## src/rtl/manchester_pkg.sv

```systemverilog
// Shared types and constants for the Manchester line codec.
// Timer widths are sized from the full frame length so one width serves both TX and RX.
package manchester_pkg;

   localparam int FRAME_BITS = 9;
   localparam int DATA_BITS  = 8;

   typedef enum logic [1:0] {TX_IDLE, TX_SEND, TX_GAP} tx_state_e;
   typedef enum logic [1:0] {RX_IDLE, RX_BIT, RX_WAIT_IDLE} rx_state_e;

   function automatic int frame_cycles(input int half, input int idle);
      return (FRAME_BITS + idle) * 2 * half;
   endfunction

   function automatic int timer_w(input int half, input int idle);
      return $clog2(frame_cycles(half, idle) + 1);
   endfunction

endpackage

```

## src/rtl/manchester_rx.sv

```systemverilog
// Manchester receiver: input synchronizer, edge detection, mid-bit tracking FSM.
// The timer restarts on every accepted mid-bit edge, so drift never accumulates.
module manchester_rx
   import manchester_pkg::*;
#(
   parameter int HALF_BIT_CYCLES = 4,
   parameter int IDLE_BITS       = 2
) (
   input  logic                 aclk,
   input  logic                 areset,
   input  logic                 serial_in,
   input  logic                 sample_en,
   output logic [DATA_BITS-1:0] data_out,
   output logic                 data_valid,
   output logic                 frame_err
);

   localparam int TW = timer_w(HALF_BIT_CYCLES, IDLE_BITS);
   localparam logic [TW-1:0] T_SAMPLE  = TW'(3 * HALF_BIT_CYCLES / 2 - 1);
   localparam logic [TW-1:0] T_TIMEOUT = TW'(5 * HALF_BIT_CYCLES / 2);
   localparam logic [TW-1:0] T_QUIET   = TW'(2 * HALF_BIT_CYCLES - 1);

   rx_state_e state_q, state_d;
   logic sync1_q, sync2_q, prev_q;
   logic [TW-1:0] tmr_q, tmr_d;
   logic [2:0] cnt_q, cnt_d;
   logic bit_q, bit_d, sampled_q, sampled_d;
   logic [DATA_BITS-1:0] shreg_q, shreg_d, data_q, data_d;
   logic dv_q, dv_d, fe_q, fe_d;
   logic rise, fall;

   assign rise = sync2_q & ~prev_q;
   assign fall = ~sync2_q & prev_q;

   always_comb begin
      state_d   = state_q;
      tmr_d     = tmr_q;
      cnt_d     = cnt_q;
      bit_d     = bit_q;
      sampled_d = sampled_q;
      shreg_d   = shreg_q;
      data_d    = data_q;
      dv_d      = 1'b0;
      fe_d      = 1'b0;
      case (state_q)
         RX_IDLE: begin
            if (rise) begin
               state_d   = RX_BIT;
               tmr_d     = '0;
               cnt_d     = '0;
               sampled_d = 1'b0;
            end
         end
         RX_BIT: begin
            if (sample_en) tmr_d = tmr_q + TW'(1);
            // Edges before the sample point are bit-boundary transitions and are ignored.
            if (!sampled_q) begin
               if (sample_en && tmr_q == T_SAMPLE) begin
                  sampled_d = 1'b1;
                  bit_d     = ~sync2_q;
               end
            end else if (rise || fall) begin
               if (rise == bit_q) begin
                  shreg_d   = {shreg_q[DATA_BITS-2:0], bit_q};
                  cnt_d     = cnt_q + 3'd1;
                  tmr_d     = '0;
                  sampled_d = 1'b0;
                  if (cnt_q == 3'd7) begin
                     data_d  = {shreg_q[DATA_BITS-2:0], bit_q};
                     dv_d    = 1'b1;
                     state_d = RX_WAIT_IDLE;
                  end
               end else begin
                  fe_d    = 1'b1;
                  tmr_d   = '0;
                  state_d = RX_WAIT_IDLE;
               end
            end else if (sample_en && tmr_q >= T_TIMEOUT) begin
               fe_d    = 1'b1;
               tmr_d   = '0;
               state_d = RX_WAIT_IDLE;
            end
         end
         RX_WAIT_IDLE: begin
            if (sample_en) begin
               if (sync2_q)                tmr_d = '0;
               else if (tmr_q == T_QUIET)  state_d = RX_IDLE;
               else                        tmr_d = tmr_q + TW'(1);
            end
         end
         default: state_d = RX_IDLE;
      endcase
   end

   always_ff @(posedge aclk) begin
      if (areset) begin
         state_q <= RX_IDLE;
         sync1_q <= 1'b0;
         sync2_q <= 1'b0;
         prev_q  <= 1'b0;
         data_q  <= '0;
         dv_q    <= 1'b0;
         fe_q    <= 1'b0;
      end else begin
         state_q <= state_d;
         sync1_q <= serial_in;
         sync2_q <= sync1_q;
         prev_q  <= sync2_q;
         data_q  <= data_d;
         dv_q    <= dv_d;
         fe_q    <= fe_d;
      end
   end

   always_ff @(posedge aclk) begin
      tmr_q     <= tmr_d;
      cnt_q     <= cnt_d;
      bit_q     <= bit_d;
      sampled_q <= sampled_d;
      shreg_q   <= shreg_d;
   end

   assign data_out   = data_q;
   assign data_valid = dv_q;
   assign frame_err  = fe_q;

endmodule

```

## src/rtl/manchester_codec.sv

```systemverilog
// Manchester codec top: inline byte transmitter plus the manchester_rx receiver.
// TX sends a start bit and eight data bits MSB-first, then holds the line low for the idle gap.
module manchester_codec
   import manchester_pkg::*;
#(
   parameter int HALF_BIT_CYCLES = 4,
   parameter int IDLE_BITS       = 2
) (
   input  logic                 aclk,
   input  logic                 areset,
   input  logic                 s_axis_tvalid,
   output logic                 s_axis_tready,
   input  logic [DATA_BITS-1:0] s_axis_tdata,
   output logic                 serial_out,
   input  logic                 serial_in,
   input  logic                 sample_en,
   output logic [DATA_BITS-1:0] data_out,
   output logic                 data_valid,
   output logic                 frame_err
);

   localparam int TW  = timer_w(HALF_BIT_CYCLES, IDLE_BITS);
   localparam int HBW = $clog2(2 * FRAME_BITS + 1);
   localparam logic [TW-1:0]  HALF_LAST = TW'(HALF_BIT_CYCLES - 1);
   localparam logic [TW-1:0]  GAP_LAST  = TW'(IDLE_BITS * 2 * HALF_BIT_CYCLES - 1);
   localparam logic [HBW-1:0] HB_LAST   = HBW'(2 * FRAME_BITS - 1);

   tx_state_e state_q, state_d;
   logic [TW-1:0] tmr_q, tmr_d;
   logic [HBW-1:0] hb_q, hb_d;
   logic [FRAME_BITS-1:0] shreg_q, shreg_d;
   logic tready_q, tready_d, serial_q, serial_d;

   always_comb begin
      state_d = state_q;
      tmr_d   = tmr_q;
      hb_d    = hb_q;
      shreg_d = shreg_q;
      case (state_q)
         TX_IDLE: begin
            if (s_axis_tvalid && tready_q) begin
               state_d = TX_SEND;
               tmr_d   = '0;
               hb_d    = '0;
               shreg_d = {1'b1, s_axis_tdata};
            end
         end
         TX_SEND: begin
            if (tmr_q == HALF_LAST) begin
               tmr_d = '0;
               hb_d  = hb_q + HBW'(1);
               if (hb_q[0])         shreg_d = {shreg_q[FRAME_BITS-2:0], 1'b0};
               if (hb_q == HB_LAST) state_d = TX_GAP;
            end else begin
               tmr_d = tmr_q + TW'(1);
            end
         end
         TX_GAP: begin
            if (tmr_q == GAP_LAST) state_d = TX_IDLE;
            else                   tmr_d   = tmr_q + TW'(1);
         end
         default: state_d = TX_IDLE;
      endcase
      // Output is registered from next-state values so the line never glitches.
      tready_d = (state_d == TX_IDLE);
      serial_d = (state_d == TX_SEND) &&
                 (hb_d[0] ? shreg_d[FRAME_BITS-1] : ~shreg_d[FRAME_BITS-1]);
   end

   always_ff @(posedge aclk) begin
      if (areset) begin
         state_q  <= TX_IDLE;
         tready_q <= 1'b0;
         serial_q <= 1'b0;
      end else begin
         state_q  <= state_d;
         tready_q <= tready_d;
         serial_q <= serial_d;
      end
   end

   always_ff @(posedge aclk) begin
      tmr_q   <= tmr_d;
      hb_q    <= hb_d;
      shreg_q <= shreg_d;
   end

   assign s_axis_tready = tready_q;
   assign serial_out    = serial_q;

   manchester_rx #(
      .HALF_BIT_CYCLES(HALF_BIT_CYCLES),
      .IDLE_BITS      (IDLE_BITS)
   ) u_rx (
      .aclk      (aclk),
      .areset    (areset),
      .serial_in (serial_in),
      .sample_en (sample_en),
      .data_out  (data_out),
      .data_valid(data_valid),
      .frame_err (frame_err)
   );

endmodule

```

## config.mk

```make
export PLATFORM = sky130hd
export DESIGN_NAME = manchester_codec
export DESIGN_NICKNAME = d
export VERILOG_FILES = /design/src/rtl/manchester_pkg.sv /design/src/rtl/manchester_rx.sv /design/src/rtl/manchester_codec.sv
export SDC_FILE = /design/constraint.sdc
export NUM_CORES = 1
export LEC_CHECK = 0
export CAP_MARGIN = 40
export CORE_ASPECT_RATIO = 1.2
export CORE_MARGIN = 2
export CORE_UTILIZATION = 34
export DETAILED_ROUTE_END_ITERATION = 8
export PLACE_DENSITY = 0.59
export SYNTH_ARGS = -nofsm -noshare
export SYNTH_HDL_FRONTEND = slang
export SYNTH_SLANG_ARGS = --single-unit
```

## constraint.sdc

```tcl
create_clock -name aclk -period 3 [get_ports aclk]
set_input_delay 0.6 -clock aclk [delete_from_list [all_inputs] [get_ports aclk]]
set_output_delay 0.6 -clock aclk [all_outputs]
set_load 0.01 [all_outputs]
```

==> flow_summary.yaml, run 1 <==
logic_synthesis:
  synth_compound_area_share_pct: 13.4
  synth_edf_count: 38
  yosys.area_share.simple_pct: 16.0
  synth_fp_nets: 289
  ys_seq_elements: 59
  synth_flop_cell: "edfxtp_1"
  synth_area_mm2: 0.00293
  synthXorXnorAreaFrac_pct: 2.99
  ys_types: 54
  ys_async_sr_fraction_pct: 0
  synth_warnings: 0
  synth_area_per_cell_um2: 11.4
  synth_fa_ha_area_share_pct: 7.69
  yosys-mux-area-fraction_pct: 3.08
  syn_inst: 258
  synth_seq_area_share_pct: 53.3
  synth_top_family_by_area: "simple AND/OR/NAND/NOR gates"
placement:
  io_buffers: 24
  globalplace.congestion: 0.824
  post-dp-hpwl_um: 3870
  pre_cts_ws_ns: 0.519
  dpl-instance-area_mm2: 0.00333
sta:
  drv_slew: 0
  maxSlewHeadroom_pct: 61.6
  finalSetupTns_ns: 0
  fin_crit_sh_pct: 81.9
  tightest_slew_ns: 0.570
  max_freq_ghz: 0.407
  skew_ns: 0.0113
  rsz0062_at_grt: "no"
  fin_ws_ns: 0.542
  hold_viol_final: 0
  period_needed_ns: 2.46
  setup_viol: 0
routing:
  vias: 1997
  drt_iter0_drc: 58
  route.detailed.drc: 0
  ant_nets: 0
  drt-total-wl_um: 5540
  via_per_inst: 4.82
  wl_per_cell_um: 13.4
  drt-pass1-iter-count: 4
job:
  maxCapViolCount: 0
clock_tree:
  cts.sinks: 59
  cts_resized: 0
  cts_tree: "built"
  cts_buffer_depth: 2
  ctsHoldBuffers: 0
  numCtsBuffers: 9
  htree_levels: 3
  postCtsSetupRepairBufs: 0
  insertion_delay_ns: 0.34
  cts.clk_slew.worst_paths_ns: 0.07
  root_buffer: "clkbuf_8"
min_path:
  holdPathStages: 1
  min_from: "u_rx.sync1_q"
  holdCritPathClass: "register to register"
layout:
  diodes: 0
  final_cell_mix: "edfxtp_1 (38), nor2_1 (32), clkdlybuf4s50_1 (24), dfxtp_1 (21), inv_1 (20)"
  nNetsFinal: 323
  mostFrequentLayoutCell: "edfxtp_1"
  final_area_mm2: 0.00356
  fillCellCount: 824
  synthToLayoutAreaGrowth_pct: 21.5
  drive_above_1_share_pct: 13.5
run_status:
  run_status: "finished, final reports clean"
setup_path:
  crit-reg2reg-launch: "tmr_q[0]"
  crit_fanout: 8
  crit_path_start: "tmr_q[0]"
  cp.arrival_ns: 2.51
  critPathLaunchType: "register"
  end_kind: "register"
  r2r_cells: 7
  crit_type: "register to register"
  critical_path_required_ns: 3.05
grt:
  grt_pass1_wl_um: 9240
  grt_overflow: 0
  grt_max_degree: 13
  grt_usage_pct: 12.8
  first_global_vias: 1987
  antenna_found_initial: 0
pwr:
  vdd.ir_drop.worst_mv: 0.272
  p_leak_nw: 1.26
  powerDensity_mw_per_mm2: 668
floorplan:
  rows: 37
  dieArea_mm2: 0.00938
  die_y_um: 106
  initial_core_util_pct: 34.6
  io_pins: 25
  core_mm2: 0.00847
  die_width_um: 88.7
## logic make-up after synthesis
kind of cell,count (synthesis)
buf+inv,27
compound gates,47
flops,59
fa+ha+maj,18
xor+xnor,10
simple gates,88
mux,9
## report_power, final
| part | internal [W] | switching (W) | total (W) | leakage (nW) |
|---|---|---|---|---|
| Combinational | 0.000196 | 0.000258 | 0.000454 | 0.613 |
| Sequential | 0.000993 | 0.000117 | 0.00111 | 0.533 |
| Clock | 0.000473 | 0.000341 | 0.000814 | 0.110 |
| Total | 0.00166 | 0.000717 | 0.00238 | 1.26 |
## final timing paths
path	to	slack [ns]
worst max-delay path	shreg_q[7]	0.54
worst min-delay path	u_rx.sync2_q	0.44
worst max register to register	shreg_q[7]	0.54
worst min register to register	u_rx.sync2_q	0.44
## stage by stage
step	util [%]	instances	hold slack, ns	total power (W)
floorplan	-	258	0.414	0.00143
detailed placement	39.3	397	0.439	0.00158
global placement	39.3	397	0.425	0.00157
global route	42.0	414	0.465	0.00252
finish	42.0	414	0.444	0.00238
CTS	42.0	413	0.456	0.00241
## critical path, stage by stage, from the launching register on
cell	delay (ns)
edfxtp_1	0.38
ha_1	0.23
or4b_4	0.55
nor3_4	0.22
nand2_2	0.13
a21oi_2	0.27
a21boi_1	0.20
buf_4	0.19
## flip-flops by register name (all words and copies together), names as in the netlist
name	count
u_rx.bit_q	1
u_rx.sampled_q	1
u_rx.sync2_q	1
u_rx.cnt_q	3
shreg_q	9
u_rx.sync1_q	1
u_rx.frame_err	1
u_rx.state_q	2
state_q	2
hb_q	5
u_rx.data_out	8
u_rx.tmr_q	7
u_rx.prev_q	1
serial_out	1
u_rx.data_valid	1
u_rx.shreg_q	7
tmr_q	7
s_axis_tready	1
## routing by layer
| layer | part of all wire, % | routed length (um) | GRT usage [%] | vias up |
|---|---|---|---|---|
| li1 | - | - | - | 1008 |
| met1 | 46 | 2570 | 15.8 | 948 |
| met2 | 49 | 2690 | 20.4 | 31 |
| met3 | 3.3 | 184 | 3.92 | 10 |
| met4 | 1.7 | 96 | 5.52 | 0 |
| met5 | 0 | 0 | 0 | - |
## final cells by class
cell class                      instances  area (um2)  share of cell area [%]
Clock buffer                            9         124                    3.48
Clock inverter                          7        98.8                    2.78
Inverter                               20        75.1                    2.11
Multi-Input combinational cell        172        1270                    35.7
Sequential cell                        59        1560                    43.9
Tap cell                              117         146                    4.11
Timing Repair Buffer                   30         283                    7.94
## synth_stat cells, types with 6 or more instances
master,instances,share of area (%)
edfxtp_1,38,39
a21oi_1,7,1.2
dfxtp_1,21,14
nor2_1,32,4.1
mux2i_1,9,3.1
nor3_1,7,1.2
inv_1,20,2.6
a22o_1,7,2.1
nand2_1,13,1.7
ha_1,18,7.7
xor2_1,6,1.8
clkbuf_1,6,0.77
No activity file was read; power rests on OpenSTA's default activity.
==> run 2: changes to the inputs <==
==> constraint.sdc (replaced) <==
create_clock -name aclk -period 2.4 [get_ports aclk]
set_input_delay 0.48 -clock aclk [delete_from_list [all_inputs] [get_ports aclk]]
set_output_delay 0.48 -clock aclk [all_outputs]
set_load 0.01 [all_outputs]
==> flow_summary.yaml, run 2 (synthesis results as in run 1) <==
run_status:
  run_status: "finished, final reports clean"
setup_path:
  critical_path_required_ns: 2.45
  crit_type: "register to register"
  crit_fanout: 8
  r2r-end: "shreg_q[7]"
  crit-reg2reg-launch: "tmr_q[0]"
  cp.arrival_ns: 2.33
  critPathLaunchType: "register"
  end_kind: "register"
  crit_path_start: "tmr_q[0]"
  r2r_slack_ns: 0.12
  endpoint: "shreg_q[7]"
  r2r_cells: 7
pwr:
  vdd.ir_drop.worst_mv: 0.285
  p_comb_share_pct: 20.4
  clkPwrFrac_pct: 31.5
  p_leak_nw: 1.28
  p_sw_share_pct: 31.3
  seq_power_share_pct: 48.1
  p_sw_w: 0.000898
  powerDensity_mw_per_mm2: 800
  internal-power_w: 0.00197
routing:
  via_per_inst: 4.89
  wl_per_cell_um: 13.1
  drt-total-wl_um: 5490
  route.detailed.drc: 0
  drt_iter0_drc: 102
  vias: 2053
  drt-pass1-iter-count: 4
  ant_nets: 0
grt:
  grt_pass1_wl_um: 9070
  grt_max_degree: 13
  grt_overflow: 0
  antenna_found_initial: 0
  grt_usage_pct: 12.5
  first_global_vias: 2006
placement:
  post-dp-hpwl_um: 3860
  io_buffers: 24
  globalplace.congestion: 0.849
  placed_cells: 401
sta:
  fin_crit_sh_pct: 94.8
  drv_slew: 0
  skew_ns: 0.00863
  maxSlewHeadroom_pct: 62.9
  period_needed_ns: 2.28
  hold_viol_final: 0
  setup_viol: 0
  tightest_slew_ns: 0.555
  finalSetupTns_ns: 0
  rsz0062_at_grt: "no"
  max_freq_ghz: 0.439
clock_tree:
  cts_buffer_depth: 2
  cts.clk_slew.worst_paths_ns: 0.08
  htree_levels: 3
  root_buffer: "clkbuf_8"
  numCtsBuffers: 9
  cts.sinks: 59
  cts_tree: "built"
  insertion_delay_ns: 0.35
floorplan:
  die_width_um: 88.7
  initial_core_util_pct: 34.6
  io_pins: 25
  dieArea_mm2: 0.00938
  core_mm2: 0.00847
  die_y_um: 106
  rows: 37
min_path:
  min_from: "u_rx.sync1_q"
  holdCritPathClass: "register to register"
layout:
  mostFrequentLayoutCell: "edfxtp_1"
  diodes: 0
  nNetsFinal: 329
  final_cell_mix: "edfxtp_1 (38), nor2_1 (32), clkdlybuf4s50_1 (24), dfxtp_1 (21), inv_1 (20)"
  regMostFlops: "shreg_q"
  fin_util_pct: 42.4
  synthToLayoutAreaGrowth_pct: 22.6
  final_cells: 420
  fillCellCount: 809
  largest_register_ffs: 9
  drive_above_1_share_pct: 15.8
job:
  maxCapViolCount: 0
==> run 2: cell count changes in the layout (fill, tap and decap cells not counted) <==
cell / delta
a21boi_2: +1
bufinv_16: -2
clkinvlp_4: -1
clkbuf_8: +1
ha_2: +1
inv_6: +1
buf_4: +6
a21boi_1: -1
clkbuf_16: +1
ha_1: -1
==> run 2: power by group through the flow <==
stage / registers [W] / clock network, W / logic [W]
finish: 0.00138 / 0.000903 / 0.000587
global route: 0.00141 / 0.000973 / 0.000657
CTS: 0.00138 / 0.000937 / 0.000588
detailed placement: 0.00141 / 0 / 0.000581
global placement: 0.00140 / 0 / 0.000574
floorplan: 0.00136 / 0 / 0.000430
==> run 2: final cells by class <==
type	count	area, um2	area share [%]
Clock inverter	5	40.0	1.11
Clock buffer	11	163	4.53
Tap cell	117	146	4.08
Multi-Input combinational cell	172	1280	35.6
Inverter	20	75.1	2.09
Timing Repair Buffer	36	328	9.13
Sequential cell	59	1560	43.5
==> run 2: worst max-delay path: stages (launching register included) <==
cell	delay, ns
edfxtp_1	0.38
ha_2	0.22
or4b_4	0.51
nor3_4	0.23
nand2_2	0.13
a21oi_2	0.17
a21boi_2	0.17
buf_4	0.18
==> run 2: per-stage QoR <==
step	setup WS [ns]	area (um2)	hold WS (ns)	total power [W]
2_1_floorplan	0.0703	2930	0.414	0.00179
3_3_place_gp	0.172	3370	0.422	0.00197
3_5_place_dp	0.104	3370	0.430	0.00199
4_1_cts	0.0492	3570	0.448	0.00291
5_1_grt	0.0291	3590	0.454	0.00304
6_report	0.125	3590	0.442	0.00287
==> run 2: worst min path at each step <==
stage / slack [ns] / end / cells after the start
after floorplan: 0.41 / u_rx.sync2_q / 1
after global placement: 0.42 / u_rx.sync2_q / 1
after detailed placement: 0.43 / u_rx.sync2_q / 1
after CTS: 0.45 / u_rx.sync2_q / 1
after global routing: 0.45 / u_rx.sync2_q / 1
final: 0.44 / u_rx.sync2_q / 1
==> run 2: routing by layer <==
metal  global-route usage [%]  up-vias  share of wire [%]
met1                     15.8      985                 47
met4                     6.49        0                2.5
met5                        0        -                  0
li1                         -     1017                  -
met3                     3.52       12                4.1
met2                     19.1       39                 46
==> run 2: repair_timing <==
item / 4_1_cts / 5_1_grt
setup endpoints to repair: 0 / 8
setup buffers: 0 / 2
gates resized for setup: 0 / 1
hold buffers: 0 / 0
==> run 3: changes to the inputs <==
--- a/config.mk
+++ b/config.mk
@@ -9,8 +9,10 @@
 export CORE_ASPECT_RATIO = 1.2
 export CORE_MARGIN = 2
 export CORE_UTILIZATION = 34
+export CTS_BUF_LIST = sky130_fd_sc_hd__clkbuf_8
 export DETAILED_ROUTE_END_ITERATION = 8
 export PLACE_DENSITY = 0.59
 export SYNTH_ARGS = -nofsm -noshare
 export SYNTH_HDL_FRONTEND = slang
+export SYNTH_HIERARCHICAL = 1
 export SYNTH_SLANG_ARGS = --single-unit
==> flow_summary.yaml, run 3 <==
routing:
  drt-pass1-iter-count: 4
  route.detailed.drc: 0
  drt-total-wl_um: 5500
  wl_per_cell_um: 13.4
  vias: 1982
  drt_iter0_drc: 110
  ant_nets: 0
  via_per_inst: 4.81
sta:
  setup_viol: 0
  rsz0062_at_grt: "no"
  fin_crit_sh_pct: 93.7
  tightest_slew_ns: 0.562
  maxSlewHeadroom_pct: 62.4
  max_freq_ghz: 0.445
  finalSetupTns_ns: 0
  skew_ns: 0.00490
  drv_slew: 0
  period_needed_ns: 2.25
  hold_viol_final: 0
setup_path:
  r2r_slack_ns: 0.15
  cp_slowest_stage_delay_ns: 0.61
  path_cells: "ha_1 > or4b_1 > o31a_1 > a211o_1 > xnor2_1 > and4_1"
  crit_slowest_cell: "or4b_1"
  crit_type: "register to register"
  critPathLaunchType: "register"
  path_buf_inv: 0
  crit_family: "simple AND/OR/NAND/NOR gates"
  cp.arrival_ns: 2.47
  crit_fanout: 7
  critical_path_required_ns: 2.63
  end_kind: "register"
  r2r_cells: 6
  critical_path_depth: 6
logic_synthesis:
  ys_async_sr_fraction_pct: 0
  synth_area_per_cell_um2: 11.3
  synth_warnings: 6
  synth_edf_count: 38
  synth_most_common_cell: "edfxtp_1"
  synth_flop_cell: "edfxtp_1"
  synth_top_area_share_pct: 39.4
  synth_seq_area_share_pct: 53.9
  ys_types: 48
  synthTopCellsByCount: "edfxtp_1 (38), nor2_1 (31), dfxtp_1 (21), ha_1 (18), inv_1 (14)"
  synth.area.top_cells: "edfxtp_1 (39%), dfxtp_1 (15%), ha_1 (7.8%)"
  syn_inst: 257
  ys_seq_elements: 59
  synth_area_mm2: 0.00290
  synth_fp_nets: 288
  synth_top_cell_by_area: "edfxtp_1"
layout:
  largest_register_ffs: 9
  fin_util_pct: 43.3
  synthToLayoutAreaGrowth_pct: 22.5
  regMostFlops: "shreg_q"
  seqCellArea_mm2: 0.00156
  final_cell_mix: "edfxtp_1 (38), nor2_1 (31), clkdlybuf4s50_1 (24), dfxtp_1 (21), ha_1 (18)"
  multi_input_area_mm2: 0.00125
  fillCellCount: 820
  final_cells: 412
  mostFrequentLayoutCell: "edfxtp_1"
  diodes: 0
  nNetsFinal: 324
  drive_above_1_share_pct: 10.4
clock_tree:
  cts_tree: "built"
  insertion_delay_ns: 0.33
  ctsHoldBuffers: 0
  cts.clk_slew.worst_paths_ns: 0.06
  numCtsBuffers: 9
  htree_levels: 3
  cts.sinks: 59
  root_buffer: "clkbuf_8"
  cts_buffer_depth: 2
floorplan:
  rows: 36
  core_mm2: 0.00820
  initial_core_util_pct: 35.3
  die_width_um: 88.3
  die_y_um: 105
  dieArea_mm2: 0.00928
  io_pins: 25
grt:
  antenna_found_initial: 0
  grt_usage_pct: 12.7
  grt_max_degree: 17
  grt_overflow: 0
  grt_pass1_wl_um: 9130
  first_global_vias: 1942
placement:
  post-dp-hpwl_um: 3860
  globalplace.congestion: 0.826
  placed_cells: 396
  io_buffers: 24
min_path:
  holdCritPathClass: "register to register"
  holdPathStages: 1
pwr:
  p_leak_nw: 1.30
  powerDensity_mw_per_mm2: 885
  vdd.ir_drop.worst_mv: 0.296
run_status:
  run_status: "finished, final reports clean"
job:
  maxCapViolCount: 0
-- run 3: changes by cell type after synthesis, sizes merged, moves of 3 or more --
cell | previous run | this run
a211oi | 0 | 4
and3 | 5 | 10
inv | 20 | 14
nand2b | 2 | 5
nor4 | 5 | 2
o21ai | 4 | 7
-- run 3: kinds of logic (layout without fill, tap and decap cells) --
family                     after synthesis  count (layout)  synth area share (%)
DFF                                     59              59                  53.9
muxes                                   10              10                  3.46
buffers and inverters                   22              63                  3.02
AOI/OAI and AO/OA                       50              50                  12.9
adders and majority gates               18              18                  7.78
xor gates and xnor gates                10              10                  3.02
and+or+nand+nor                         88              88                  15.9
-- run 3: routing by layer --
layer,track usage [%],vias up,share of wire (%)
li1,-,1012,-
met1,16.3,925,48
met2,19.0,31,46
met3,4.42,14,3.3
met4,6.06,0,3.0
met5,0,-,0
-- run 3: what timing repair did --
item,in CTS,in global routing
setup endpoints to repair,0,1
buffers inserted,0,0
gates resized for setup,0,1
-- run 3: per-stage QoR --
stage	total power, W	hold slack [ns]	setup slack (ns)	area, um2
2_1_floorplan	0.00188	0.414	0.133	2900
3_3_place_gp	0.00209	0.429	0.250	3310
3_5_place_dp	0.00210	0.434	0.205	3310
4_1_cts	0.00317	0.449	0.134	3540
5_1_grt	0.00333	0.466	0.000370	3550
6_report	0.00314	0.444	0.152	3550
-- run 3: final cells by class --
class	count	area share, %
flip-flops and latches	59	44.0
inverters	14	1.48
repair buffers	33	8.67
multi-input cells	176	35.3
well taps	114	4.02
clock buffers	9	3.49
clock inverters	7	3.03
-- run 3: worst reg2reg max path: cells and delay by family, from the launching register on --
kind                     cells  cell delay, ns
flip-flops                   1            0.37
XOR/XNOR                     1            0.13
AND/OR/NAND/NOR              2            0.80
adder cells (fa/ha/maj)      1            0.22
AO/OA/AOI/OAI                2            0.63
-- run 3: power by group --
part / internal [W] / leakage (nW) / switching, W / total, W
sequential: 0.00127 / 0.533 / 0.000138 / 0.00141
clock: 0.000678 / 0.122 / 0.000382 / 0.00106
combinational: 0.000292 / 0.641 / 0.000381 / 0.000673
total: 0.00224 / 1.30 / 0.000901 / 0.00314
-- run 3: final timing paths --
kind                      from      endpoint
setup / recovery      tmr_q[0]    serial_out
hold reg to reg   u_rx/sync1_q  u_rx/sync2_q
hold / removal    u_rx/sync1_q  u_rx/sync2_q
setup reg to reg      tmr_q[0]    serial_out
